## src/rtl/kanji_ram_rd_if.sv

```systemverilog
// rtl/kanji_ram_rd_if.sv - kanji read stage bus: address-stage/CPU side plus SDRAM req/ack side
interface kanji_ram_rd_if #(
    parameter int ADDR_W = 27
);
    logic              req_cs;
    logic [ADDR_W-1:0] req_addr;
    logic              cpu_wait;
    logic [7:0]        cpu_data;
    logic              data_valid;
    logic              timeout;
    logic              mem_req;
    logic [ADDR_W-1:0] mem_addr;
    logic              mem_ack;
    logic [7:0]        mem_data;

    modport slave (
        input  req_cs, req_addr, mem_ack, mem_data,
        output cpu_wait, cpu_data, data_valid, timeout, mem_req, mem_addr
    );

    modport master (
        output req_cs, req_addr, mem_ack, mem_data,
        input  cpu_wait, cpu_data, data_valid, timeout, mem_req, mem_addr
    );
endinterface

```

## src/rtl/kanji_ram_rd.sv

```systemverilog
// rtl/kanji_ram_rd.sv - turns one kanji data-port CPU read into one SDRAM req/ack read
// A stuck memory port yields 0xFF after TIMEOUT issue cycles instead of hanging the CPU.
module kanji_ram_rd #(
    parameter int ADDR_W  = 27,
    parameter int TIMEOUT = 255,
    parameter int CNT_W   = 8
) (
    input  logic          clk,
    input  logic          reset_n,
    kanji_ram_rd_if.slave bus
);
    typedef enum logic [1:0] {
        IDLE  = 2'd0,
        ISSUE = 2'd1,
        DONE  = 2'd2
    } state_t;

    localparam logic [CNT_W-1:0] TERM_CNT = (TIMEOUT == 0) ? '0 : CNT_W'(TIMEOUT - 1);
    localparam logic [CNT_W-1:0] CNT_MAX  = {CNT_W{1'b1}};

    state_t            state_q;
    logic              cs_q;
    logic              mem_req_q;
    logic [ADDR_W-1:0] mem_addr_q;
    logic [7:0]        cpu_data_q;
    logic              data_valid_q;
    logic              timeout_q;
    logic [CNT_W-1:0]  cnt_q;
    logic              cs_rise;

    // The address stage holds req_cs for the whole CPU read; only its leading edge may start a read.
    assign cs_rise = bus.req_cs & ~cs_q;

    always_ff @(posedge clk or negedge reset_n) begin
        if (!reset_n) begin
            state_q      <= IDLE;
            cs_q         <= 1'b0;
            mem_req_q    <= 1'b0;
            mem_addr_q   <= '0;
            cpu_data_q   <= 8'hFF;
            data_valid_q <= 1'b0;
            timeout_q    <= 1'b0;
            cnt_q        <= '0;
        end else begin
            cs_q <= bus.req_cs;
            unique case (state_q)
                IDLE: begin
                    if (cs_rise) begin
                        mem_addr_q <= bus.req_addr;
                        mem_req_q  <= 1'b1;
                        cnt_q      <= '0;
                        timeout_q  <= 1'b0;
                        state_q    <= ISSUE;
                    end
                end
                ISSUE: begin
                    if (cnt_q != CNT_MAX) begin
                        cnt_q <= cnt_q + 1'b1;
                    end
                    // Ack is checked first so a reply landing on the terminal count is not lost.
                    if (bus.mem_ack) begin
                        cpu_data_q   <= bus.mem_data;
                        mem_req_q    <= 1'b0;
                        data_valid_q <= 1'b1;
                        state_q      <= DONE;
                    end else if ((TIMEOUT != 0) && (cnt_q == TERM_CNT)) begin
                        cpu_data_q   <= 8'hFF;
                        timeout_q    <= 1'b1;
                        mem_req_q    <= 1'b0;
                        data_valid_q <= 1'b1;
                        state_q      <= DONE;
                    end
                end
                DONE: begin
                    if (cs_rise) begin
                        mem_addr_q   <= bus.req_addr;
                        mem_req_q    <= 1'b1;
                        cnt_q        <= '0;
                        timeout_q    <= 1'b0;
                        data_valid_q <= 1'b0;
                        state_q      <= ISSUE;
                    end else if (!bus.req_cs) begin
                        data_valid_q <= 1'b0;
                        state_q      <= IDLE;
                    end
                end
                default: begin
                    state_q <= IDLE;
                end
            endcase
        end
    end

    // Wait is raised in the strobe cycle itself and released in the ack cycle.
    assign bus.cpu_wait   = ((state_q == IDLE) & cs_rise) | ((state_q == ISSUE) & ~bus.mem_ack);
    assign bus.cpu_data   = cpu_data_q;
    assign bus.data_valid = data_valid_q;
    assign bus.timeout    = timeout_q;
    assign bus.mem_req    = mem_req_q;
    assign bus.mem_addr   = mem_addr_q;
endmodule

```

## src/flat_wrapper.sv

```systemverilog
// flat-port wrapper written by rule: the top's interface ports become plain ports
module kanji_ram_rd_flat 
#(
    parameter int ADDR_W  = 27,
    parameter int TIMEOUT = 255,
    parameter int CNT_W   = 8
)
  (clk, reset_n, bus_req_cs, bus_req_addr, bus_mem_ack, bus_mem_data, bus_cpu_wait, bus_cpu_data, bus_data_valid, bus_timeout, bus_mem_req, bus_mem_addr);
  kanji_ram_rd_if #(.ADDR_W(ADDR_W)) bus_i ();
  input  logic clk;
  input  logic reset_n;
  input wire logic [$bits(bus_i.req_cs)-1:0] bus_req_cs;
  input wire logic [$bits(bus_i.req_addr)-1:0] bus_req_addr;
  input wire logic [$bits(bus_i.mem_ack)-1:0] bus_mem_ack;
  input wire logic [$bits(bus_i.mem_data)-1:0] bus_mem_data;
  output wire logic [$bits(bus_i.cpu_wait)-1:0] bus_cpu_wait;
  output wire logic [$bits(bus_i.cpu_data)-1:0] bus_cpu_data;
  output wire logic [$bits(bus_i.data_valid)-1:0] bus_data_valid;
  output wire logic [$bits(bus_i.timeout)-1:0] bus_timeout;
  output wire logic [$bits(bus_i.mem_req)-1:0] bus_mem_req;
  output wire logic [$bits(bus_i.mem_addr)-1:0] bus_mem_addr;
  assign bus_i.req_cs = bus_req_cs;
  assign bus_i.req_addr = bus_req_addr;
  assign bus_i.mem_ack = bus_mem_ack;
  assign bus_i.mem_data = bus_mem_data;
  assign bus_cpu_wait = bus_i.cpu_wait;
  assign bus_cpu_data = bus_i.cpu_data;
  assign bus_data_valid = bus_i.data_valid;
  assign bus_timeout = bus_i.timeout;
  assign bus_mem_req = bus_i.mem_req;
  assign bus_mem_addr = bus_i.mem_addr;
  kanji_ram_rd #(.ADDR_W(ADDR_W), .TIMEOUT(TIMEOUT), .CNT_W(CNT_W)) u_core (.clk(clk), .reset_n(reset_n), .bus(bus_i));
endmodule
```

## config.mk

```make
export PLATFORM = sky130hd
export DESIGN_NAME = kanji_ram_rd_flat
export DESIGN_NICKNAME = d
export VERILOG_FILES = /design/src/rtl/kanji_ram_rd_if.sv /design/src/rtl/kanji_ram_rd.sv /design/src/flat_wrapper.sv
export SDC_FILE = /design/constraint.sdc
export NUM_CORES = 1
export LEC_CHECK = 0
export ABC_AREA = 0
export BUFFER_PORTS_ARGS = -buffer_cell sky130_fd_sc_hd__buf_2
export CELL_PAD_IN_SITES_DETAIL_PLACEMENT = 0
export CELL_PAD_IN_SITES_GLOBAL_PLACEMENT = 2
export CORE_UTILIZATION = 35
export DETAILED_ROUTE_END_ITERATION = 16
export GPL_TIMING_DRIVEN = 0
export HOLD_SLACK_MARGIN = 0.12
export PLACE_DENSITY = 0.86
export SLEW_MARGIN = 20
export SYNTH_ARGS = -nofsm -noshare
export SYNTH_HDL_FRONTEND = slang
export SYNTH_SLANG_ARGS = --single-unit
```

## constraint.sdc

```tcl
create_clock -name clk -period 5.5 [get_ports clk]
set_clock_uncertainty 0.2 [all_clocks]
set_input_delay 0.55 -clock clk [delete_from_list [all_inputs] [get_ports clk]]
set_output_delay 0.55 -clock clk [all_outputs]
set_load 0.05 [all_outputs]
```

# == Yosys cells after proc, flatten, opt, wreduce, memory -nomap -nowiden ==
# Cells that the tools add are included.
# totals
elab_cells,61
regBits,49
in_bits,39
output_inout_bits,39
# classes
addsub,1
bitwise,6
n_reduce_logical,12
muxes,23
n_eq_ne,11
# op_table
op,count
$mux W8,4
$pmux W8 S2,1
$reduce_and A3 Y1,4
$mux W2,5
$mux W1,9
$add A8 B1 Y8 const B,1
$eq A8 B8 Y1 const B,1
$ne A2 B1 Y1 const B,4
$ne A8 B8 Y1 const B,1
$ne A3 B2 Y1 const B,2
$pmux W1 S2,3
$pmux W2 S3,1
$reduce_bool A2 Y1,3
$reduce_and A2 Y1,2
$reduce_and A4 Y1,1
$and A1 B1 Y1,3
$eq A2 B1 Y1 const B,1
$eq A2 B2 Y1 const B,1
$logic_not A2 Y1,1
$ne A2 B2 Y1 const B,1
$not A1 Y1,2
$reduce_or A2 Y1,1
$or A1 B1 Y1,1

# == Depth between registers and ports, before layout ==
# depth
word_depth,4
depth_mapped,9
mapped_depth_nobuf,6

# == Worst setup path before layout ==
# OpenSTA, ideal clock, no wires.
# synth_timing
kind,reg-to-reg
startpoint,register u_core.state_q[0]
endpoint,register u_core.mem_addr_q[17] (netlist: u_core.bus.mem_addr[17])
n_path_buf,3
synth_period_minus_slack_ns,2.127
required_time_ns,5.175
path_slack_ns,3.373
path_stages_with_launch,9
arrival_time_ns,1.802
setup_time_ns,0.125
cell_sequence,dfrtp_1 inv_1 ha_1 or2_1 buf_6 and2_4 buf_6 buf_8 mux2_4
# synth_via
elab_chain_cells,3
word_cells_on_any_way,4
classes_between,eq/ne: 1; reduce/logical: 3
# synth_lines
element,line,text
from (decl),kanji_ram_rd.sv:21,state_t state_q;
from (signal assigned),kanji_ram_rd.sv:36,state_q <= IDLE;
from (signal assigned),kanji_ram_rd.sv:53,state_q <= ISSUE;
from (signal assigned),kanji_ram_rd.sv:65,state_q <= DONE;
$eq A2 B2 Y1 or $logic_not A2 Y1 (tied branches),kanji_ram_rd.sv:46,unique case (state_q)
$reduce_or A2 Y1 (no line) *,--,
$reduce_and A2 Y1 (no line) *,--,
to (signal assigned),kanji_ram_rd.sv:49,mem_addr_q <= bus.req_addr;
to (signal assigned),kanji_ram_rd.sv:76,mem_addr_q <= bus.req_addr;
to (decl),kanji_ram_rd.sv:24,logic [ADDR_W-1:0] mem_addr_q;
# Every way passes the cells marked *; elsewhere a longest branch is shown, timed or not.
# A chain may end at the register's enable or synchronous reset.

# == Worst setup path after layout ==
# layout_timing
startpoint,register u_core.state_q[1]
endpoint,output port bus_cpu_wait
# layout_via
elab_chain_cells,3
word_cells_on_any_way,5
classes_between,eq/ne: 1; bitwise: 3; reduce/logical: 1
# layout_lines
element,line,text
$eq A2 B1 Y1 or $logic_not A2 Y1 (tied branches),kanji_ram_rd.sv:95,assign bus.cpu_wait = ((state_q == IDLE) & cs_rise) | ((state_q == ISSUE) & ~bus.mem_ack);
$and A1 B1 Y1,kanji_ram_rd.sv:95,
$or A1 B1 Y1 *,kanji_ram_rd.sv:95,
to (decl),flat_wrapper.sv:16,output wire logic [$bits(bus_i.cpu_wait)-1:0] bus_cpu_wait;
# Marks and branches as above.

==> flow_summary.yaml <==
route:
  antenna_left: 0
  drc: 0
  firstDrtPassIters: 4
  wl_mm: 4.630
  drt_iter0_markers: 51
  post_drt_wl_per_cell_um: 14.12
  dr_total_vias: 1601
  viasPerCell: 4.881
die:
  placementRows: 29
  core_area_mm2: 0.006350
  ios: 78
  die_h_um: 83.15
  die_area_mm2: 0.006913
  initial_core_util_pct: 36.30
  fp.dieW_um: 83.15
synthesis:
  ys_seq_area_share_pct: 53.64
  yosysTopAreaCell: "dfrtp_1"
  yosysTopAreaCellShare_pct: 44.52
  synth.area.top_cells: "dfrtp_1 (45%), mux2_4 (12%), dfstp_2 (9.1%)"
  yosys_register_bits: 49
  synth_area_mm2: 0.002305
  yosysWarningCount: 0
  synthesis.nets: 212
  synth_area_per_cell_um2: 13.97
  postSynthCellCount: 165
  ys_types: 40
cts:
  cts_buffers: 5
  root_buffer: "clkbuf_8"
  clock_latency_ns: 0.30
  htreeDepth: 2
  clock_path_buffers: 2
  hold_buffers: 0
  cts_tree: "done"
  clk_pin_slew_ns: 0.09
  cts_resized: 0
  clock_sink_count: 49
  post_cts_buffers: 0
critical_path:
  worstReg2RegStart: "u_core.state_q[0]$_DFFE_PN0P_"
  cpMaxStageDelayCell: "dfrtp_1"
  cp-end-kind: "output port"
  slowest_delay_ns: 0.45
  crit_start: "u_core.state_q[1]$_DFFE_PN0P_"
  worstPathRequired_ns: 4.75
  worst_ep_arrival_time_ns: 1.71
  start_kind: "flop"
  crit_fanout: 6
  path_cells: "inv_1 > ha_1 > nor2b_1 > a21o_1 > buf_2"
  crit_type: "flop to output port"
  ff2ff_setup_slack_ns: 3.22
sta:
  rsz0062_at_grt: "false"
  hold_viol: 0
  maxSlewViolCount: 0
  finalCriticalPeriod_ns: 2.461
  worst_pin_slew_ns: 0.6118
  setup_slack_ns: 3.039
  maxClockFrequency_mhz: 406.3
  final.setup.tns_ns: 0
  setup_viol: 0
  fin_crit_sh_pct: 44.75
  relSlewSlack_pct: 59.22
  hold_slack_ns: 0.1941
place:
  gp_congestion: 0.7490
  placed_cells: 319
  post-place-ws_ns: 3.219
  hpwl_mm: 3.315
  port-buffer-count: 77
power_and_ir_drop:
  total_power_uw: 2026
  power_density_mw_per_mm2: 695.1
  p_leak_uw: 0.001407
  ir_worst_vdd_uv: 383.3
global_routing:
  grt_pass1_wl_mm: 7.900
  grt_max_degree: 50
  grt_pass1_vias: 1643
  grt-ovfl-total: 0
  grt_antenna_before_repair: 0
  grtUsageTotal_pct: 14.21
cells_and_area:
  area_growth_syn_to_layout_pct: 26.49
  drive_gt1_share_pct: 53.78
  layout_commonest_cell: "buf_2"
  n_antenna_cell: 0
  fin_cells: 328
  final_cell_mix: "buf_2 (77), dfrtp_1 (41), mux2_4 (19)"
  final_nets: 297
worst_hold_path:
  min-delay-start: "bus_req_cs"
  hold_path.class: "input pin to flop"
flow_run:
  max-cap-violations: 0
run_status:
  run_status: "finished clean"
## state kept, by name, summed over array words and instances (netlist names)
name                   flops
u_core.bus.timeout         1
u_core.state_q             2
u_core.bus.cpu_data        8
u_core.bus.data_valid      1
u_core.bus.mem_req         1
u_core.cs_q                1
u_core.bus.mem_addr       27
u_core.cnt_q               8
## path summary, 6_finish.rpt
kind | cells past startpoint | to
max | 5 | bus_cpu_wait
min | 1 | u_core.cs_q$_DFF_PN0_
max reg2reg | 8 | u_core.bus.mem_addr[8]$_DFFE_PN0P_
min reg2reg | 1 | u_core.bus.data_valid$_DFFE_PN0P_
max in group asynchronous | 2 | u_core.bus.mem_addr[19]$_DFFE_PN0P_
min in group asynchronous | 2 | u_core.bus.mem_addr[5]$_DFFE_PN0P_
## worst max-delay path, delay by kind of cell, from the launching register on
| family | cells | cell delay [ns] |
|---|---|---|
| AND/OR/NAND/NOR | 1 | 0.23 |
| buffers and inverters | 2 | 0.39 |
| adder cells (fa/ha/maj) | 1 | 0.23 |
| flip-flops | 1 | 0.45 |
| AO/OA/AOI/OAI | 1 | 0.10 |
## Yosys cell counts
cell / instances
o21ai_2: 1
o21ai_0: 4
dfstp_2: 8
nand2b_1: 1
o21ai_1: 3
nand3_1: 6
a21oi_1: 1
o21a_1: 2
buf_12: 1
nor2b_1: 1
and2_4: 1
inv_1: 5
o2bb2ai_1: 1
buf_8: 1
mux2_2: 9
nor3_4: 1
buf_6: 3
or3_1: 1
mux2_4: 19
buf_2: 1
a31oi_1: 4
o2111ai_1: 1
dfrtp_1: 41
mux2_1: 1
o41ai_2: 1
nand2_1: 6
and3_1: 2
ha_1: 8
nand3b_1: 1
and2b_1: 1
nand4_1: 1
o31a_1: 1
o31ai_2: 4
or2_1: 1
o41ai_1: 1
o22a_1: 8
nor2_1: 5
nand3_2: 1
o31ai_1: 6
a21o_1: 1
## cell families (layout without fill, tap and decap cells)
kind of cell	after synthesis	count (layout)	synth area share (%)
AOI/OAI and AO/OA	39	39	13.57
adders and majority gates	8	8	4.343
buffers and inverters	11	97	4.017
DFF	49	49	53.64
and+or+nand+nor	29	29	7.167
muxes	29	29	17.26
## cell type report
type                            instances  area, um^2
Fill cell                             595        3435
Sequential cell                        49        1236
Multi-Input combinational cell        105       975.9
Timing Repair Buffer                   78       397.9
Tap cell                               77       96.34
Clock buffer                            7       86.33
Buffer                                  6       73.82
Clock inverter                          1       30.03
Inverter                                5       18.77
## through the flow
| step | cell area (um^2) | utilization, % |
|---|---|---|
| 3_5_place_dp | 2786 | 43.88 |
| 3_3_place_gp | 2786 | 43.88 |
| 5_1_grt | 2915 | 45.91 |
| 4_1_cts | 2903 | 45.71 |
| 6_report | 2915 | 45.91 |
| 2_1_floorplan | 2305 | - |
## per-layer routing
layer  GRT usage [%]  routed length [um]  vias up  part of all wire (%)
li1                -                   -      777                     -
met1           19.37                2285      755                    49
met2           21.83                1978       64                    43
met3           3.877                 295        5                   6.4
met4           4.859                  71        0                   1.5
met5               0                   0        -                     0
## power breakdown
part / total [uW] / leakage, uW / internal, uW / switching (uW)
logic: 1130 / 0.000764 / 365 / 770
registers: 628 / 0.000584 / 538 / 90.3
clock network: 263 / 0.0000585 / 148 / 115
Note: power is estimated with default switching activity, not from simulation.
